--- src/rtl/serializer_if.sv ---
// Parallel-load / serial-out handshake bundle.
// The producer side loads words; the serializer side streams bits.
interface serializer_if #(
   parameter int WIDTH = 8
);
   logic             load;
   logic [WIDTH-1:0] data_in;
   logic             ready;
   logic             serial_out;
   logic             serial_valid;
   logic             last;

   modport master (
      output load,
      output data_in,
      input  ready,
      input  serial_out,
      input  serial_valid,
      input  last
   );

   modport slave (
      input  load,
      input  data_in,
      output ready,
      output serial_out,
      output serial_valid,
      output last
   );
endinterface

--- src/rtl/serializer.sv ---
// MSB-first parallel-to-serial converter with back-to-back word chaining.
// A new word can be accepted during the final bit of the current one.
module serializer #(
   parameter int WIDTH = 8
) (
   input  logic        clk,
   input  logic        rst,
   serializer_if.slave bus
);

   localparam int CW = (WIDTH > 2) ? $clog2(WIDTH) : 1;

   typedef enum logic {
      IDLE  = 1'b0,
      SHIFT = 1'b1
   } state_t;

   state_t           state;
   state_t           state_n;
   logic [WIDTH-1:0] shreg;
   logic [WIDTH-1:0] shreg_n;
   logic [CW-1:0]    cnt;
   logic [CW-1:0]    cnt_n;
   logic             cnt_zero;
   logic             rdy;
   logic             accept;

   assign cnt_zero = (cnt == '0);
   assign rdy      = (state == IDLE) || cnt_zero;
   assign accept   = bus.load && rdy;

   always_ff @(posedge clk) begin
      if (rst) begin
         state <= IDLE;
         shreg <= '0;
         cnt   <= '0;
      end else begin
         state <= state_n;
         shreg <= shreg_n;
         cnt   <= cnt_n;
      end
   end

   always_comb begin
      state_n = state;
      shreg_n = shreg;
      cnt_n   = cnt;
      unique case (state)
         IDLE: begin
            if (accept) begin
               shreg_n = bus.data_in;
               cnt_n   = CW'(WIDTH - 1);
               state_n = SHIFT;
            end
         end
         SHIFT: begin
            if (!cnt_zero) begin
               shreg_n = {shreg[WIDTH-2:0], 1'b0};
               cnt_n   = cnt - CW'(1);
            end else if (accept) begin
               // final bit overlaps the next load: no idle gap
               shreg_n = bus.data_in;
               cnt_n   = CW'(WIDTH - 1);
            end else begin
               shreg_n = '0;
               state_n = IDLE;
            end
         end
         default: begin
            state_n = IDLE;
            shreg_n = '0;
            cnt_n   = '0;
         end
      endcase
   end

   assign bus.ready        = rdy;
   assign bus.serial_valid = (state == SHIFT);
   assign bus.serial_out   = (state == SHIFT) && shreg[WIDTH-1];
   assign bus.last         = (state == SHIFT) && cnt_zero;

endmodule

--- src/flat_wrapper.sv ---
// flat-port wrapper written by rule: the top's interface ports become plain ports
module serializer_flat 
#(
   parameter int WIDTH = 8
)
  (clk, rst, bus_load, bus_data_in, bus_ready, bus_serial_out, bus_serial_valid, bus_last);
  serializer_if #(.WIDTH(WIDTH)) bus_i ();
  input  logic clk;
  input  logic rst;
  input wire logic [$bits(bus_i.load)-1:0] bus_load;
  input wire logic [$bits(bus_i.data_in)-1:0] bus_data_in;
  output wire logic [$bits(bus_i.ready)-1:0] bus_ready;
  output wire logic [$bits(bus_i.serial_out)-1:0] bus_serial_out;
  output wire logic [$bits(bus_i.serial_valid)-1:0] bus_serial_valid;
  output wire logic [$bits(bus_i.last)-1:0] bus_last;
  assign bus_i.load = bus_load;
  assign bus_i.data_in = bus_data_in;
  assign bus_ready = bus_i.ready;
  assign bus_serial_out = bus_i.serial_out;
  assign bus_serial_valid = bus_i.serial_valid;
  assign bus_last = bus_i.last;
  serializer #(.WIDTH(WIDTH)) u_core (.clk(clk), .rst(rst), .bus(bus_i));
endmodule
--- config.mk ---
export PLATFORM = sky130hd
export DESIGN_NAME = serializer_flat
export DESIGN_NICKNAME = d
export VERILOG_FILES = /design/src/rtl/serializer_if.sv /design/src/rtl/serializer.sv /design/src/flat_wrapper.sv
export SDC_FILE = /design/constraint.sdc
export NUM_CORES = 1
export LEC_CHECK = 0
export ABC_AREA = 1
export CAP_MARGIN = 10
export CORE_MARGIN = 3
export CORE_UTILIZATION = 38
export DETAILED_ROUTE_END_ITERATION = 8
export GPL_ROUTABILITY_DRIVEN = 0
export GPL_TIMING_DRIVEN = 0
export PLACE_DENSITY = 0.66
export SLEW_MARGIN = 20
export SYNTH_ARGS = -nofsm -noshare
export SYNTH_HDL_FRONTEND = slang
export SYNTH_SLANG_ARGS = --single-unit
--- constraint.sdc ---
create_clock -name clk -period 1.21 [get_ports clk]
set_input_delay 0.3025 -clock clk [delete_from_list [all_inputs] [get_ports clk]]
set_output_delay 0.3025 -clock clk [all_outputs]
set_load 0.02 [all_outputs]
# Yosys cells after proc, flatten, opt, wreduce, memory -nomap -nowiden
# Cells that the tools add are included.
# Widths: inputs -> output; s select.
# classes
n_addsub	1
eq_ne	1
mux	10
bitwise_logic	1
n_reduce_logical	5
# ops
cell	n
$mux 8	3
$pmux 8 s2	1
$mux 3	2
$pmux 3 s2	1
$logic_and 1x1->1	3
$logic_not 3->1	1
$sub 3x1->3 const B	1
$mux 1	2
$ne 2x1->1 const B	1
$pmux 1 s2	1
$logic_or 1x1->1	1
$not 1->1	1
# totals
reg_bits	12
in_bits	11

# Longest topological paths before layout
# depth
ltp_word	6
depth_mapped	7
ltp_nobuf	7

# Worst setup path before layout
# No wires, ideal clock.
# synth_path
path_type	register to output
start	reg u_core.cnt[0]
end	out bus_last
arrival_ns	1.004
t_required_ns	0.907
slack_ns	-0.097
path_stages_with_launch	5
n_path_buf	0
cell_sequence	dfxtp_1 inv_1 ha_1 nand2_4 nor2_1
# synth_via
elab_chain_len	2
# synth_lines
item	line_no	source
start: declaration	serializer.sv:22	logic [CW-1:0] cnt;
start signal: assignment	serializer.sv:40	cnt <= cnt_n;
$logic_not 3->1	serializer.sv:28	assign cnt_zero = (cnt == '0);
$logic_and 1x1->1	serializer.sv:80	assign bus.last = (state == SHIFT) && cnt_zero;
end: declaration	flat_wrapper.sv:15	output wire logic [$bits(bus_i.last)-1:0] bus_last;
# No other way between the ends.

# Worst setup path in the final report
# Ends and elaborated chain as after synthesis.

==> flow_metrics.env <==
export IMPL_cts_buffer_depth=2
export IMPL_p_sw_w=0.000347
export IMPL_drv_cap=0
export IMPL_syn2layout_area_growth_pct=45.1
export IMPL_dieArea_mm2=0.00228
export IMPL_ys_ff_latch=12
export IMPL_path_clk_slew_ns=0.08
export IMPL_drt_iter0_markers=12
export IMPL_combPwrFrac_pct=34.9
export IMPL_cts_sinks=12
export IMPL_via_per_inst=4.91
export IMPL_drive_gt1_share_pct=30.1
export IMPL_h_tree_depth=1
export IMPL_synth_cell_area_um2=663
export IMPL_hold_viol_final=0
export IMPL_via_count=682
export IMPL_numCtsBuffers=3
export IMPL_drv_slew=0
export IMPL_pwr_share_seq_pct=42.4
export IMPL_ios=15
export IMPL_die_w_um=47.8
export IMPL_fin_nets=138
export IMPL_grt_pass1_vias=604
export IMPL_die_y_um=47.8
export IMPL_drc_errors=0
export IMPL_violations="negative setup slack"
export IMPL_relSlewSlack_pct=85.8
export IMPL_period_minus_slack_ns=1.39
export IMPL_clk_latency_ns=0.27
export IMPL_switching_share_pct=32.2
export IMPL_antenna_found_initial=0
export IMPL_ys_warn_count=0
export IMPL_num_rows=14
export IMPL_min_from="u_core.shreg[0]"
export IMPL_critPathMaxFanout=4
export IMPL_overflow=0
export IMPL_cts_hold_buf=0
export IMPL_p_leak_nw=0.463
export IMPL_grt_pass1_wl_mm=2.60
export IMPL_max_freq_mhz=718
export IMPL_wl_mm=1.56
export IMPL_hold_path_class="flop to flop"
export IMPL_avgSynthCellArea_um2=6.77
export IMPL_cts_root_buf="clkbuf_4"
export IMPL_critPathKind="flop to output pin"
export IMPL_tns_ns=-0.627
export IMPL_port_buffers=14
export IMPL_cp_required_ns=0.91
export IMPL_dpl_hpwl_mm=1.01
export IMPL_crit_start="u_core.cnt[0]"
export IMPL_grt_total_usage_pct=16.7
export IMPL_clock_skew_final_ns=0.00558
export IMPL_grt_max_degree=11
export IMPL_antenna_cells=0
export IMPL_ys_seq_area_share_pct=36.2
export IMPL_critPathLaunchType="flop"
export IMPL_synth_cell_types=16
export IMPL_setup_ws_ns=-0.183
export IMPL_grt_setup_unrepaired="true"
export IMPL_period_share_pct=115
export IMPL_rr_startpoint="u_core.cnt[0]"
export IMPL_post_route_util_pct=61.0
export IMPL_power_density_mw_per_mm2=1120
export IMPL_intPower_w=0.000731
export IMPL_drt_first_pass_iters=4
export IMPL_worst_pin_slew_ns=0.212
export IMPL_critPathArrivalTime_ns=1.09
export IMPL_cts_tree="done"
export IMPL_initial_core_util_pct=42.1
export IMPL_endpoint_kind="output pin"
export IMPL_status="finished, violations left"
export IMPL_setup_viol=10
export IMPL_ant_nets=0
export IMPL_core_mm2=0.00158
export IMPL_wire_per_inst_um=11.2
export IMPL_synthesis_nets=111
export IMPL_vdd_drop_max_uv=1030
export IMPL_p_clk_share_pct=22.7
export IMPL_syn_inst=98
-- Yosys cell counts --
library cell	number	area share, %
nor2_1	16	9.1
nand2_1	15	8.5
dfxtp_1	12	36
a21oi_1	11	8.3
inv_1	11	6.2
nand3_1	11	8.3
o21ai_1	8	6.0
inv_2	3	1.7
buf_6	2	3.4
ha_1	2	3.8
nand2_4	2	3.4
buf_4	1	1.1
clkbuf_1	1	0.57
inv_4	1	0.94
nand2_2	1	0.94
nand3_2	1	1.5
-- worst max-delay path, cell delays in order, from the launching register on --
cell and delay [ns]:
dfxtp_1 0.31, inv_2 0.07, ha_4 0.17, nand2_8 0.07, nor2_4 0.08, buf_6 0.12
-- area by class of cell --
type	count	area, um^2
buffer	4	38.8
clock buffer	3	22.5
fill	157	614
inverter	15	58.8
multi-input combinational	67	374
sequential	12	243
tap	16	20.0
timing repair buffer	22	205
-- stage by stage --
step,area (um^2),hold slack [ns],total power [W],std cells,worst slack (ns)
CTS,953,0.487,0.00108,139,-0.193
global route,962,0.512,0.00115,139,-0.225
detailed placement,827,0.477,0.000750,128,-0.584
global placement,827,0.468,0.000742,128,-0.563
floorplan,667,0.367,0.000657,98,-0.00751
finish,962,0.485,0.00108,139,-0.183
-- cells by family after synthesis --
kind of cell             count (synthesis)  share of synthesized area [%]
AO/OA/AOI/OAI                           19                           14.3
flip-flops                              12                           36.2
AND/OR/NAND/NOR                         46                           31.7
adder cells (fa/ha/maj)                  2                           3.77
buffers and inverters                   19                           14.0
-- what timing repair did --
item / CTS / global route
resized for setup: 32 / 4
buffers inserted: 8 / 0
setup endpoints to repair: 15 / 12
gates cloned: 0 / 0
pin swaps: 2 / 1
-- state kept, by name, indices dropped and copies added, names as in the netlist --
register                 cells
u_core.bus.serial_valid      1
u_core.shreg                 8
u_core.cnt                   3
-- final timing paths --
path / slack [ns] / depth (start not counted) / end
worst min register to register: 0.49 / 2 / u_core.shreg[0]
worst max-delay path: -0.18 / 5 / bus_last
worst max register to register: -0.05 / 7 / u_core.shreg[2]
worst min-delay path: 0.49 / 2 / u_core.shreg[0]
-- power groups by stage --
stage / Combinational, W / Sequential (W) / Clock, W
finish: 0.000376 / 0.000457 / 0.000245
global route: 0.000418 / 0.000460 / 0.000268
CTS: 0.000368 / 0.000456 / 0.000256
detailed placement: 0.000288 / 0.000463 / 0
global placement: 0.000281 / 0.000461 / 0
floorplan: 0.000195 / 0.000462 / 0
-- placed cells by master (no fill, tap or decap), drive strengths merged --
cell type / n
dfxtp: 12
inv: 15
clkbuf: 4
o21ai: 8
nand2: 18
buf: 14
clkdlybuf4s15: 1
nand3: 12
a21oi: 11
nor2: 16
clkdlybuf4s50: 10
ha: 2
-- layer usage --
metal  vias to the layer above  GRT usage [%]  part of all wire, %
met5                         -              0                    0
met4                         0           3.76                 0.64
met3                         2           6.77                  4.2
met2                        13           26.4                   48
met1                       304           21.3                   47
li1                        363              -                    -
Power figures use the tool's default switching activity.
